[config.mk]
export PLATFORM = sky130hd
export DESIGN_NAME = uc_seq
export DESIGN_NICKNAME = d
export VERILOG_FILES = /design/src/rtl/uc_seq.sv
export SDC_FILE = /design/constraint.sdc
export NUM_CORES = 2
export LEC_CHECK = 0
export BUFFER_PORTS_ARGS = -buffer_cell sky130_fd_sc_hd__buf_2
export CAP_MARGIN = 5
export CORE_ASPECT_RATIO = 2
export CORE_MARGIN = 4
export CORE_UTILIZATION = 50
export CTS_BUF_LIST = sky130_fd_sc_hd__clkbuf_8
export CTS_CLUSTER_SIZE = 10
export DETAILED_ROUTE_END_ITERATION = 10
export PLACE_DENSITY_LB_ADDON = 0.05
export SLEW_MARGIN = 40
export SYNTH_ARGS = -nofsm -noshare
export SYNTH_HDL_FRONTEND = slang
export SYNTH_SLANG_ARGS = --single-unit
[constraint.sdc]
create_clock -name CLK -period 4.7 [get_ports CLK]
set_input_delay 0.47 -clock CLK [delete_from_list [all_inputs] [get_ports CLK]]
set_output_delay 0.47 -clock CLK [all_outputs]
set_load 0.02 [all_outputs]
[src/rtl/uc_seq.sv]
// Microcoded control unit: writable control store, multi-step sequencer with
// memory wait-state stalling, and an interrupt-entry state at instruction boundaries.
module uc_seq #(
  parameter int unsigned OPW   = 5,
  parameter int unsigned SW    = 2,
  parameter int unsigned NFLAG = 4,
  parameter int unsigned CSW   = 2
) (
  input  logic              CLK,
  input  logic              RSTn,
  input  logic [OPW-1:0]    opcode,
  input  logic [CSW-1:0]    cond_sel,
  input  logic [NFLAG-1:0]  flags,
  input  logic              irq,
  input  logic              mem_ready,
  input  logic              ucw_we,
  input  logic [OPW+SW-1:0] ucw_addr,
  input  logic [16:0]       ucw_data,
  output logic              ir_load,
  output logic              pc_inc,
  output logic              jmp,
  output logic              call,
  output logic              ret,
  output logic              wreg,
  output logic [1:0]        sreg_in,
  output logic              sb_alu,
  output logic              en_flag,
  output logic [2:0]        op_alu,
  output logic              wbus,
  output logic              irq_ack,
  output logic              ie,
  output logic [SW-1:0]     step_o
);

  localparam logic [1:0] FETCH = 2'd0;
  localparam logic [1:0] EXEC  = 2'd1;
  localparam logic [1:0] INT   = 2'd2;

  localparam int unsigned   Depth   = 2 ** (OPW + SW);
  localparam logic [SW-1:0] StepMax = '1;

  logic [16:0]         store [Depth];
  logic [1:0]          state_q, state_d;
  logic [OPW-1:0]      ir_q, ir_d;
  logic [SW-1:0]       step_q, step_d;
  logic                ie_q, ie_d;
  logic                irq_pend_q, irq_pend_d;
  logic                irq_q;
  logic [16:0]         w;
  logic                advance;
  logic                flag_hit;
  logic                jmp_take;
  logic [2**CSW-1:0]   flags_ext;

  // Control store is deliberately not reset so contents survive RSTn.
  always_ff @(posedge CLK) begin
    if (ucw_we) store[ucw_addr] <= ucw_data;
  end

  assign w        = store[{ir_q, step_q}];
  assign advance  = ~w[14] | mem_ready;
  assign jmp_take = w[11] & flag_hit & advance;

  always_comb begin
    flags_ext              = '0;
    flags_ext[NFLAG-1:0]   = flags;
    flag_hit               = flags_ext[cond_sel];
  end

  always_comb begin
    ir_load = 1'b0;
    pc_inc  = 1'b0;
    jmp     = 1'b0;
    call    = 1'b0;
    ret     = 1'b0;
    wreg    = 1'b0;
    sreg_in = 2'b00;
    sb_alu  = 1'b0;
    en_flag = 1'b0;
    op_alu  = 3'b000;
    wbus    = 1'b0;
    irq_ack = 1'b0;
    case (state_q)
      FETCH: ir_load = RSTn;
      EXEC: begin
        sreg_in = w[7:6];
        sb_alu  = w[5];
        op_alu  = w[3:1];
        wbus    = w[0] & advance;
        en_flag = w[4] & advance;
        wreg    = w[8] & advance;
        ret     = w[9] & advance;
        call    = w[10] & advance;
        jmp     = jmp_take;
        pc_inc  = w[12] & advance & ~jmp_take;
      end
      INT: begin
        call    = 1'b1;
        wbus    = 1'b1;
        irq_ack = 1'b1;
      end
      default: ;
    endcase
  end

  always_comb begin
    state_d = state_q;
    ir_d    = ir_q;
    step_d  = step_q;
    ie_d    = ie_q;
    case (state_q)
      FETCH: begin
        ir_d    = opcode;
        step_d  = '0;
        state_d = EXEC;
      end
      EXEC: begin
        if (advance) begin
          // Clear has priority over set when both bits are present.
          if (w[16])      ie_d = 1'b0;
          else if (w[15]) ie_d = 1'b1;
          // A saturated step counter ends the instruction even without last.
          if (w[13] || step_q == StepMax) begin
            step_d  = '0;
            state_d = (irq_pend_q && ie_d) ? INT : FETCH;
          end else begin
            step_d = step_q + 1'b1;
          end
        end
      end
      INT: begin
        ie_d    = 1'b0;
        state_d = FETCH;
      end
      default: state_d = FETCH;
    endcase

    irq_pend_d = irq_pend_q;
    if (state_q == INT) irq_pend_d = 1'b0;
    if (irq && !irq_q)  irq_pend_d = 1'b1;
  end

  always_ff @(posedge CLK or negedge RSTn) begin
    if (!RSTn) begin
      state_q    <= FETCH;
      ir_q       <= '0;
      step_q     <= '0;
      ie_q       <= 1'b0;
      irq_pend_q <= 1'b0;
      irq_q      <= 1'b0;
    end else begin
      state_q    <= state_d;
      ir_q       <= ir_d;
      step_q     <= step_d;
      ie_q       <= ie_d;
      irq_pend_q <= irq_pend_d;
      irq_q      <= irq;
    end
  end

  assign ie     = ie_q;
  assign step_o = step_q;

endmodule
Word-level counts from Yosys, hierarchy flattened
Memory sizes are Yosys's and may differ from the RTL's.
Index checks and enable logic that the tools add are counted.
- register bits: 12
- latch bits: 0
- bits in writable memories: 2176
- ROM bits: 0
- input bits: 40
- word-level logic and storage cells: 68
- memories: 1
- add/subtract/negate cells: 1
- multiply operators: 0
- div/mod/pow operators: 0
- order comparisons: 1
- equality and inequality tests: 5
- shifts and indexed selects: 0
- muxes and demuxes: 31
- bitwise logic cells: 12
- reductions and logical operators: 11
- memories (memory ; depth ; bits a word ; rd ports ; clocked after memory_dff ; wr ports ; line ; text):
    store ; 128 ; 17 ; 1 ; 0 ; 1 ; 42 ; logic [16:0] store [Depth];
- operators by type and width (operator ; count):
    1-bit two-way mux ; 18
    2-bit two-way mux ; 6
    1-bit AND ; 9
    2-bit case mux with 2 select lines ; 2
    1-bit case mux with 2 select lines ; 3
    2-bit AND reduction ; 3
    2-bit nonzero test ; 3
    2-bit == test (second input constant) ; 2
    2-bit inequality test (second input constant) ; 2
    2-bit by 3-bit less-than comparator with 1-bit output (second input constant) ; 1
    3-bit two-way mux ; 1
    2-bit by 1-bit adder with 2-bit output (second input constant) ; 1
    1-bit binary-select mux with 2-bit select ; 1
    2-bit by 1-bit == test with 1-bit output (second input constant) ; 1
    1-bit logical AND ; 2
    2-bit logical NOT ; 1
    1-bit NOT ; 2
    1-bit logical NOT ; 1
    1-bit logical OR ; 1
    1-bit bitwise OR ; 1

Depth between registers and ports, before layout
An unclocked memory read counts as a cell.
- word-level depth: 10
- depth in mapped cells: 13

Worst setup path before layout
No wires, ideal clock.
- path type: register to output
- start point: register step_q[1], in the netlist step_o[1]
- end point: output ret
- arrival time: 3011 ps
- setup slack: 1219 ps
- stages on the path, launching flop included: 10
- path buffers: 4
- cells stage by stage: dfrtp_1 > buf_2 > buf_2 > clkbuf_1 > clkbuf_1 > mux4_2 > mux4_2 > mux4_2 > mux2i_1 > nor2_1
- word-level cells in the longest chain between the ends: 5
- RTL lines (what ; line ; text):
    start, declared ; 45 ; logic [SW-1:0] step_q, step_d;
    start signal, assigned ; 154 ; step_q <= step_d;
    memory read 128 x 17 bit * ; - ;
    1-bit NOT ; 61 ; assign advance = ~w[14] | mem_ready;
    1-bit bitwise OR ; 61 ;
    1-bit AND * ; 92 ; ret = w[9] & advance;
    1-bit two-way mux * ; 83 ; case (state_q)
    end, declared ; 23 ; output logic ret,
Every way passes the cells marked *; elsewhere a longest branch is shown, timed or not.

Worst setup path after layout
- start point: register step_q[0], in the netlist step_o[0]
- end point: output en_flag
- word-level cells in the longest chain between the ends: 5
- RTL lines (what ; line ; text):
    memory read 128 x 17 bit * ; - ;
    1-bit NOT ; 61 ;
    1-bit bitwise OR ; 61 ;
    1-bit AND * ; 90 ; en_flag = w[4] & advance;
    1-bit two-way mux * ; 83 ;
    end, declared ; 27 ; output logic en_flag,
Marks and branches as above.

==> flow_summary.yaml <==
run_status:
  outcome: "complete, but fails checks"
  violated_checks: "negative setup slack"
floorplan:
  chipHeight_um: 588
  area_of_the_die_um2: 175000
  initial_core_utilization_pct: 50.3
  floorplan.core_area_um2: 167000
  top_level_ports: 58
  fp-row-count: 212
  width_of_the_die_um: 298
placed_design:
  dpl.cell_count: 5762
  numPortBuffers: 57
  hpwl_um: 147000
  place_congestion: 0.882
synth:
  synth.lib_cells_used.distinct: 56
  postSynth.asyncResetShare_pct: 0.548
  synthCells: 3493
  synthFlopType: "edfxtp_1"
  ys.warnings.count: 0
  ys_seq_area_share_pct: 78.1
  synth.avg_cell_area_um2: 24.1
  yosys_reg_bits: 2188
  syn-num-nets: 3537
  synth.cell_area_um2: 84100
  synth_enable_flop_cells: 2176
setup_path:
  cp_data_required_time_ns: 4.23
  critPathBufInv: 5
  critical_path.max_stage_delay_ns: 0.65
  startpoint_type_of_the_worst_setup_path: "register"
  worst_ep_arrival_time_ns: 4.29
  reg2reg_from: "ir_q[0]"
  regToRegSetupSlack_ns: 0.86
  max_fanout_on_critical_path: 8
  cp_top_family: "multiplexers"
  worst_setup_path_end_kind: "output port"
  r2r.worst_path.cells: 10
  critical_path_most_common_cell: "mux4_2"
  critical_path.cell_chain: "buf_4, buf_12, buf_16, buf_12, mux4_2, mux4_2, mux4_2, mux2i_4, nor2_1, buf_2"
  timing.setup.critical_path_class: "reg -> out"
  worstReg2RegEnd: "ie"
  cpMaxStageDelayCell: "mux4_2"
global_route:
  grt_antenna_before_repair: 21
  gr-usage-met2_pct: 49.7
  wire_length_of_the_first_global_routing_pass_um: 333000
  global_route.usage.met3_pct: 4.52
  globalRoute.busiestLayer: "met2"
  maximum_number_of_pins_on_one_net_before_global_route_repair: 90
  grt.total_usage_pct: 27.4
  grt-ovfl-total: 0
  grt.met1_usage_pct: 32.2
  first_global_vias: 42700
clocking:
  clock_sinks: 2188
  insertion_delay_ns: 0.92
  cts_inserted_buffers: 308
  cts-htree-levels: 5
  cts.clk_slew.worst_paths_ns: 0.07
  cts_tree: "yes"
  clock-root-buffer: "clkbuf_8"
  clk_path_buf_depth: 4
layout:
  filler_cell_count: 12200
  final_cell_mix: "edfxtp_1, mux4_2, clkbuf_8, buf_4, nor2_1"
  finalNonFillerCells: 6402
  drive_above_1_share_pct: 36.5
  design.final.nets: 4066
  layout-area-overhead-vs-synth_pct: 14.5
  final_common_cell: "edfxtp_1"
timing:
  timing.clock.skew_ns: 0.0446
  timing.fmax_ghz: 0.210
  setup_viol: 5
  finalWorstSetupSlack_ns: -0.0597
  rsz0062_at_grt: "true"
  slew_at_the_pin_closest_to_its_max_slew_limit_ns: 0.887
  fin_hold_ws_ns: 0.0640
  slew_violations: 0
  max-slew-margin-rel_pct: 40.5
  period_share_pct: 101
  min_period_ns: 4.76
  hold_violations: 0
routing:
  totalWireLength_um: 239000
  remaining_drc_errors: 0
  antenna_violating_nets_post_route: 0
  drtPass1Iterations: 6
  total_vias_in_the_final_route: 40400
  routed_via_density: 6.32
  drt_first_iter_violations: 4111
  routed_wire_length_per_instance_um: 37.4
pwr:
  total_leakage_power_nw: 29.8
  irDropWorstVdd_mv: 0.413
  cellPowerDensity_nw_per_um2: 533
hold_path:
  min-delay-path-class: "in -> reg"
  min_from: "ucw_data[9]"
  timing.hold.worst_path_depth: 1
  hold-path-endpoint: "store[88][9]"
job:
  max_cap_violations: 0
-- metrics by stage --
step	worst slack (ns)	setup TNS [ns]	power [mW]	area [um^2]	utilization [%]
detailed placement	0.285	0	36.5	88900	53.2
finish	-0.0597	-0.216	51.3	96300	57.6
floorplan	1.22	0	30.3	84100	-
global placement	0.182	0	36.4	88700	53.1
CTS	-0.131	-0.830	51.5	95900	57.4
global route	-0.0999	-0.558	52.9	96200	57.6
-- kinds of logic after synthesis --
logic type	Yosys count	synth area share [%]
simple gates	286	1.50
mux	708	18.3
compound gates	108	0.914
buf+inv	199	1.15
fa+ha+maj	4	0.0595
flops	2188	78.1
-- repair_timing --
action                                  4_1_cts  5_1_grt
hold buffers                                 11        0
endpoints found under the hold margin        77        0
buffers inserted                             45       20
cloned                                       15        1
gates resized for setup                     111       26
endpoints found under the setup margin       13       10
pin swaps                                     8        8
-- registers in the layout, indices dropped and copies added, names as in the netlist --
name	flops
ie	1
ir_q	5
irq_pend_q	1
irq_q	1
state_q	2
step_o	2
store	2176
-- routing by layer --
metal	up-vias	wire length, um
li1	16200	-
met1	22200	82900
met2	1675	130000
met3	413	14500
met4	6	11500
met5	-	30
-- power breakdown --
part	internal (mW)	switching [mW]	leakage, nW
clock	6.75	7.04	3.09
combinational	6.94	8.79	7.02
sequential	21.6	0.214	19.7
-- Yosys cell counts, drive strengths merged, types with 10 or more instances --
| cell type | instances | share of area [%] |
|---|---|---|
| inv | 11 | 0.049 |
| nand3 | 22 | 0.13 |
| o21ai | 12 | 0.071 |
| o22ai | 17 | 0.13 |
| nor3 | 17 | 0.10 |
| mux2i | 39 | 0.46 |
| a22oi | 10 | 0.089 |
| mux4 | 665 | 18 |
| edfxtp | 2176 | 78 |
| dfrtp | 12 | 0.36 |
| buf | 122 | 0.80 |
| nand2 | 60 | 0.27 |
| clkbuf | 66 | 0.29 |
| nor2b | 14 | 0.10 |
| a21oi | 19 | 0.11 |
| nor2 | 140 | 0.62 |
-- how the worst max path moves through the flow --
stage                endpoint  cells after the start      start
finish                en_flag                     10  step_o[0]
global placement         wbus                     11  step_o[0]
detailed placement  op_alu[2]                      8  step_o[0]
floorplan                 ret                      9  step_o[1]
CTS                    pc_inc                     10  step_o[0]
global route              ret                     11  step_o[0]
-- area by class of cell --
| class | count | area (um^2) | share of cell area (%) |
|---|---|---|---|
| clock buffers | 320 | 4400 | 4.58 |
| inverters | 11 | 48.8 | 0.0507 |
| diodes | 19 | 47.5 | 0.0494 |
| well taps | 2140 | 2680 | 2.78 |
| repair buffers | 407 | 4330 | 4.50 |
| clock inverters | 211 | 1100 | 1.14 |
| multi-input cells | 1106 | 18000 | 18.7 |
| flip-flops and latches | 2188 | 65700 | 68.2 |
-- worst register-to-register path: stages, from the launching register on --
cell       delay [ns]
dfrtp_4          0.74
buf_4            0.37
buf_4            0.24
inv_2            0.07
buf_6            0.24
o311ai_0         0.41
a211o_1          0.31
o311ai_0         0.24
a211oi_1         0.74
a211oi_2         0.21
o2bb2ai_1        0.19
Power figures use the tool's default switching activity.
